$ cat src/rtl/fb_wr_sched.sv
// Frame-buffer write scheduler: turns 8x8-block-ordered pixels into raster-addressed writes.
// The optional full-frame clear engine is built only when FB_SCHED_CLEAR_EN is defined.
module fb_wr_sched #(
   parameter int WIDTH      = 640,
   parameter int HEIGHT     = 480,
   parameter int ADDR_WIDTH = 19
) (
   input  logic                  clk,
   input  logic                  rst_n,
   input  logic                  frame_start,
   input  logic                  pix_valid,
   output logic                  pix_ready,
   input  logic [23:0]           pix_data,
   input  logic                  clear_req,
   input  logic [23:0]           clear_color,
   output logic                  clear_busy,
   output logic                  fb_wr_en,
   output logic [ADDR_WIDTH-1:0] fb_wr_addr,
   output logic [23:0]           fb_wr_data,
   output logic                  frame_done
);
   localparam int BXW = (WIDTH / 8 > 1) ? $clog2(WIDTH / 8) : 1;
   localparam logic [BXW-1:0]        BX_LAST   = BXW'(WIDTH / 8 - 1);
   localparam logic [ADDR_WIDTH-1:0] ROW_STEP  = ADDR_WIDTH'(WIDTH);
   localparam logic [ADDR_WIDTH-1:0] BLK_STEP  = ADDR_WIDTH'(8 * WIDTH);
   localparam logic [ADDR_WIDTH-1:0] LAST_BLK  = ADDR_WIDTH'((HEIGHT - 8) * WIDTH);
   localparam logic [ADDR_WIDTH-1:0] LAST_ADDR = ADDR_WIDTH'(WIDTH * HEIGHT - 1);
   localparam logic [ADDR_WIDTH-1:0] ZERO_ADDR = {ADDR_WIDTH{1'b0}};

   typedef enum logic [1:0] {
      S_IDLE   = 2'd0,
`ifdef FB_SCHED_CLEAR_EN
      S_CLEAR  = 2'd2,
`endif
      S_ACTIVE = 2'd1
   } state_t;

   state_t                state_q;
   logic [2:0]            px_q;
   logic [2:0]            py_q;
   logic [BXW-1:0]        bx_q;
   logic [ADDR_WIDTH-1:0] blk_base_q;
   logic [ADDR_WIDTH-1:0] row_off_q;
   logic                  pix_ready_q;
   logic                  clear_busy_q;
   logic                  fb_wr_en_q;
   logic [ADDR_WIDTH-1:0] fb_wr_addr_q;
   logic [23:0]           fb_wr_data_q;
   logic                  frame_done_q;
   logic                  accept_s;
   logic                  last_pix_s;
   logic                  frame_go_s;
   logic [ADDR_WIDTH-1:0] pix_addr_s;

`ifdef FB_SCHED_CLEAR_EN
   logic                  clear_pend_q;
   logic                  frame_pend_q;
   logic [23:0]           clr_color_q;
   logic [ADDR_WIDTH-1:0] clr_addr_q;
   assign frame_go_s = frame_start | frame_pend_q;
`else
   logic unused_clear_s;
   assign unused_clear_s = ^{clear_req, clear_color};
   assign frame_go_s     = frame_start;
`endif

   // Raster address = block-row base + row-within-block offset + column {bx,px}.
   assign pix_addr_s = blk_base_q + row_off_q + ADDR_WIDTH'({bx_q, px_q});
   assign accept_s   = pix_valid & pix_ready_q;
   assign last_pix_s = (px_q == 3'd7) && (py_q == 3'd7) && (bx_q == BX_LAST) && (blk_base_q == LAST_BLK);

   assign pix_ready  = pix_ready_q;
   assign clear_busy = clear_busy_q;
   assign fb_wr_en   = fb_wr_en_q;
   assign fb_wr_addr = fb_wr_addr_q;
   assign fb_wr_data = fb_wr_data_q;
   assign frame_done = frame_done_q;

   // Scheduler FSM with address counters and registered outputs.
   always_ff @(posedge clk or negedge rst_n) begin
      if (!rst_n) begin
         state_q      <= S_IDLE;
         px_q         <= 3'd0;
         py_q         <= 3'd0;
         bx_q         <= {BXW{1'b0}};
         blk_base_q   <= ZERO_ADDR;
         row_off_q    <= ZERO_ADDR;
         pix_ready_q  <= 1'b0;
         clear_busy_q <= 1'b0;
         fb_wr_en_q   <= 1'b0;
         fb_wr_addr_q <= ZERO_ADDR;
         fb_wr_data_q <= 24'h000000;
         frame_done_q <= 1'b0;
`ifdef FB_SCHED_CLEAR_EN
         clear_pend_q <= 1'b0;
         frame_pend_q <= 1'b0;
         clr_color_q  <= 24'h000000;
         clr_addr_q   <= ZERO_ADDR;
`endif
      end else begin
         fb_wr_en_q   <= 1'b0;
         frame_done_q <= 1'b0;
         case (state_q)
            S_IDLE: begin
`ifdef FB_SCHED_CLEAR_EN
               if (clear_req || clear_pend_q) begin
                  state_q      <= S_CLEAR;
                  clear_busy_q <= 1'b1;
                  clear_pend_q <= 1'b0;
                  clr_addr_q   <= ZERO_ADDR;
                  if (clear_req) clr_color_q <= clear_color;
                  if (frame_start) frame_pend_q <= 1'b1;
               end else
`endif
               if (frame_go_s) begin
                  state_q     <= S_ACTIVE;
                  pix_ready_q <= 1'b1;
                  px_q        <= 3'd0;
                  py_q        <= 3'd0;
                  bx_q        <= {BXW{1'b0}};
                  blk_base_q  <= ZERO_ADDR;
                  row_off_q   <= ZERO_ADDR;
`ifdef FB_SCHED_CLEAR_EN
                  frame_pend_q <= 1'b0;
`endif
               end
            end
            S_ACTIVE: begin
`ifdef FB_SCHED_CLEAR_EN
               if (clear_req) begin
                  clear_pend_q <= 1'b1;
                  clr_color_q  <= clear_color;
               end
`endif
               // A restart wins over a pixel offered in the same cycle.
               if (frame_start) begin
                  px_q       <= 3'd0;
                  py_q       <= 3'd0;
                  bx_q       <= {BXW{1'b0}};
                  blk_base_q <= ZERO_ADDR;
                  row_off_q  <= ZERO_ADDR;
               end else if (accept_s) begin
                  fb_wr_en_q   <= 1'b1;
                  fb_wr_addr_q <= pix_addr_s;
                  fb_wr_data_q <= pix_data;
                  px_q         <= px_q + 3'd1;
                  if (px_q == 3'd7) begin
                     py_q <= py_q + 3'd1;
                     if (py_q == 3'd7) begin
                        row_off_q <= ZERO_ADDR;
                        if (bx_q == BX_LAST) begin
                           bx_q       <= {BXW{1'b0}};
                           blk_base_q <= last_pix_s ? ZERO_ADDR : blk_base_q + BLK_STEP;
                        end else begin
                           bx_q <= bx_q + BXW'(1);
                        end
                     end else begin
                        row_off_q <= row_off_q + ROW_STEP;
                     end
                  end
                  if (last_pix_s) begin
                     frame_done_q <= 1'b1;
                     state_q      <= S_IDLE;
                     pix_ready_q  <= 1'b0;
                  end
               end
            end
`ifdef FB_SCHED_CLEAR_EN
            S_CLEAR: begin
               fb_wr_en_q   <= 1'b1;
               fb_wr_addr_q <= clr_addr_q;
               fb_wr_data_q <= clr_color_q;
               if (frame_start) frame_pend_q <= 1'b1;
               if (clr_addr_q == LAST_ADDR) begin
                  clr_addr_q   <= ZERO_ADDR;
                  frame_done_q <= 1'b1;
                  clear_busy_q <= 1'b0;
                  state_q      <= S_IDLE;
               end else begin
                  clr_addr_q <= clr_addr_q + ZERO_ADDR + ADDR_WIDTH'(1);
               end
            end
`endif
            default: begin
               state_q      <= S_IDLE;
               pix_ready_q  <= 1'b0;
               clear_busy_q <= 1'b0;
            end
         endcase
      end
   end
endmodule

$ cat config.mk
export PLATFORM = sky130hd
export DESIGN_NAME = fb_wr_sched
export DESIGN_NICKNAME = d
export VERILOG_FILES = /design/src/rtl/fb_wr_sched.sv
export SDC_FILE = /design/constraint.sdc
export NUM_CORES = 1
export LEC_CHECK = 0
export CAP_MARGIN = 20
export CORE_UTILIZATION = 25
export CTS_CLUSTER_SIZE = 8
export DETAILED_ROUTE_END_ITERATION = 6
export HOLD_SLACK_MARGIN = 0.03
export PLACE_DENSITY = 0.45
export SYNTH_ARGS = -nofsm -noshare
export SYNTH_HDL_FRONTEND = slang
export SYNTH_SLANG_ARGS = --single-unit
$ cat constraint.sdc
create_clock -name clk -period 6.5 [get_ports clk]
set_clock_uncertainty 0.2 [all_clocks]
set_input_delay 1.3 -clock clk [delete_from_list [all_inputs] [get_ports clk]]
set_output_delay 1.3 -clock clk [all_outputs]
set_load 0.02 [all_outputs]
==> out/qor.csv <==
stage,metric,value,unit
logic_synthesis,synth.avg_cell_area,8.95,um^2
worst_setup_path,cp_max_fo,11,
min_path,worst_hold_path_type,reg2reg,
final_layout,fin_area,0.00580,mm^2
timing,period_needed,3.83,ns
final_layout,area_delta_synth_final,27.7,%
die,dieArea,0.0187,mm^2
worst_setup_path,critPathMaxStageDelay,0.72,ns
worst_setup_path,slowest_stage,a21oi_1,
placement,portBuffers,73,
drt,via_per_inst,4.57,
timing,hold_viol,0,
logic_synthesis,synth_seq_cells,80,
die,start_util,25.9,%
logic_synthesis,yosysWarnings,0,
timing,holdWs,0.271,ns
timing,rsz0062_at_grt,no,
die,io_pins,100,
final_layout,nNetsFinal,675,
cts,holdBufCountCts,0,
cts,clkSlewWorstSetupHoldPaths,0.06,ns
drt,wl_per_cell,13.6,um
power_and_ir_drop,leakage,0.00273,uW
placement,gp_congestion,0.801,
timing,max_freq,261,MHz
drt,first_pass_iters,5,
worst_setup_path,cp.required,6.55,ns
cts,cts_buffers,9,
timing,fin_crit_sh,58.9,%
logic_synthesis,yosysTopAreaCellShare,44.0,%
logic_synthesis,ys.flop_type,dfrtp_1,
logic_synthesis,synth_area_leaders,"dfrtp_1, nand2_1, ha_1, nor2_1, xor2_1",
timing,setup_violations,0,
logic_synthesis,synthesis.area,0.00455,mm^2
final_layout,multi_input_area,0.00244,mm^2
cts,cts_resized,0,
drt,ant_nets,0,
drt,first_iter_violations,164,
die,chipHeight,137,um
logic_synthesis,synth_edf_count,0,
worst_setup_path,start_kind,input pin,
final_layout,fillers,1821,
cts,cts_num_sinks,80,
timing,slew_viol_final,0,
worst_setup_path,worstPathCellList,clkdlybuf4s50_1 > inv_1 > ha_1 > a21oi_1 > nand3_1 > o31ai_1,
die,rows,48,
drt,vias,3719,
placement,place_ws,2.29,ns
placement,postPlaceCellArea,0.00551,mm^2
final_layout,fin_util,33.1,%
die,core_area,0.0175,mm^2
die,die_w,137,um
grt,grt_util_all_layers,12.7,%
grt,antenna_found_initial,0,
grt,grt_pass1_vias,3618,
run,drv_cap,0,
worst_setup_path,end_kind,flip-flop,
final_layout,layout_commonest_cell,nand2_1,
status,outcome,finished clean,
cts,cts_htree_levels,3,
logic_synthesis,synth_area_leader_cell,dfrtp_1,
timing,worst_slack,2.67,ns
timing,tns,0,ns
drt,drcViolationCount,0,
final_layout,seqCellArea,0.00200,mm^2
cts,cts_tree,done,
logic_synthesis,syn-instance-count,508,
worst_setup_path,critPathKind,in2reg,
cts,worstSkewPairLatency,0.35,ns
power_and_ir_drop,p_per_area,238,mW/mm^2
cts,clk_root_buffer_cell,clkbuf_16,
final_layout,layout-drive-gt1-share,4.76,%
worst_setup_path,arrival,3.88,ns
logic_synthesis,synth-async-reset-ratio,100,%
grt,grt_pass1_wl,18.2,mm
grt,gr-total-overflow,0,
grt,grt_max_degree,60,
cts,cts_setup_buffers,0,
timing,relSlewSlack,39.7,%
drt,routed_wl,11.0,mm
logic_synthesis,ys_types,53,
timing,worstMarginPinSlew,0.905,ns
final_layout,antennaDiodeCount,0,
logic_synthesis,yosysSeqAreaShare,44.0,%
final_layout,most-common-layout-cells,"nand2_1, dfrtp_1, clkdlybuf4s50_1",
placement,dpl.hpwl,8.00,mm
cts,ctsLongestPathBuffers,2,
power_and_ir_drop,vdd_drop_max,109,uV
[state kept, by name, summed over array words and instances (netlist names)]
register / flops
blk_base_q: 9
bx_q: 7
fb_wr_addr: 19
fb_wr_data: 24
fb_wr_en: 1
frame_done: 1
pix_ready: 1
px_q: 3
py_q: 3
row_off_q: 12
[cell families (layout without fill, tap and decap cells)]
kind of cell | Yosys count | count (layout) | synth area share [%]
simple gates | 236 | 236 | 23.0
compound gates | 105 | 105 | 15.4
flops | 80 | 80 | 44.0
fa+ha+maj | 38 | 38 | 10.6
buf+inv | 28 | 100 | 2.97
xor+xnor | 19 | 19 | 3.66
other cells | 1 | 9 | 0.0825
mux | 1 | 1 | 0.220
[metal layers]
layer  vias up  global-route usage (%)  wire [um]
met5         -                       0          0
met4         0                    7.02        327
met3        20                    2.89        411
met2        70                    18.5       4760
met1      1711                    17.3       5520
li1       1918                       -          -
[stage by stage]
step,std cells,total power [uW]
floorplan,516,755
global placement,798,894
detailed placement,798,898
CTS,813,1410
global route,813,1470
finish,813,1380
[cell type report]
cell class	instances	share of cell area [%]
multi-input cells	408	42.1
flip-flops and latches	80	34.5
repair buffers	76	12.9
well taps	225	4.85
clock buffers	13	4.83
inverters	9	0.582
clock inverters	2	0.216
[critical path, delay by kind of cell]
kind | cells | cell delay [ns]
AO/OA/AOI/OAI | 2 | 1.06
AND/OR/NAND/NOR | 1 | 0.48
buffers and inverters | 2 | 0.76
adder cells (fa/ha/maj) | 1 | 0.28
[cells in the mapped netlist (2+ instances only)]
cell type and instances:
xor2_1 14, o21a_1 4, a21oi_1 16, or4_1 2
o21ai_0 23, o31ai_1 8, o211ai_1 5, a21o_1 7
a31oi_1 4, nand3_1 21, nand2b_1 6, and3_1 9
nor2_1 37, nand2_1 130, o21ai_1 16, ha_1 37
and2_1 3, clkbuf_1 12, buf_2 3, a211oi_1 3
o311ai_0 3, buf_6 3, inv_1 9, nor2b_1 6
xnor2_1 5, nor4b_1 2, and4_1 2, o2111ai_1 4
dfrtp_1 80, nor3_1 7, nand4_1 5
[power by group]
group / internal (uW) / total (uW) / switching (uW)
combinational: 134 / 297 / 164
clock: 298 / 498 / 200
sequential: 549 / 588 / 38.5
[path summary, 6_finish.rpt]
kind	slack, ns	depth (start not counted)	from	endpoint
hold reg to reg	0.27	2	fb_wr_data[8]$_DFFE_PN0P_	fb_wr_data[8]$_DFFE_PN0P_
setup reg to reg	3.62	6	py_q[0]$_DFFE_PN0P_	blk_base_q[18]$_DFFE_PN0P_
hold / removal	0.27	2	fb_wr_data[8]$_DFFE_PN0P_	fb_wr_data[8]$_DFFE_PN0P_
min in group asynchronous	0.68	1	rst_n	fb_wr_data[14]$_DFFE_PN0P_
max in group asynchronous	4.42	2	rst_n	row_off_q[15]$_DFFE_PN0P_
setup / recovery	2.67	6	frame_start	blk_base_q[18]$_DFFE_PN0P_
(Power assumes the default switching activity.)
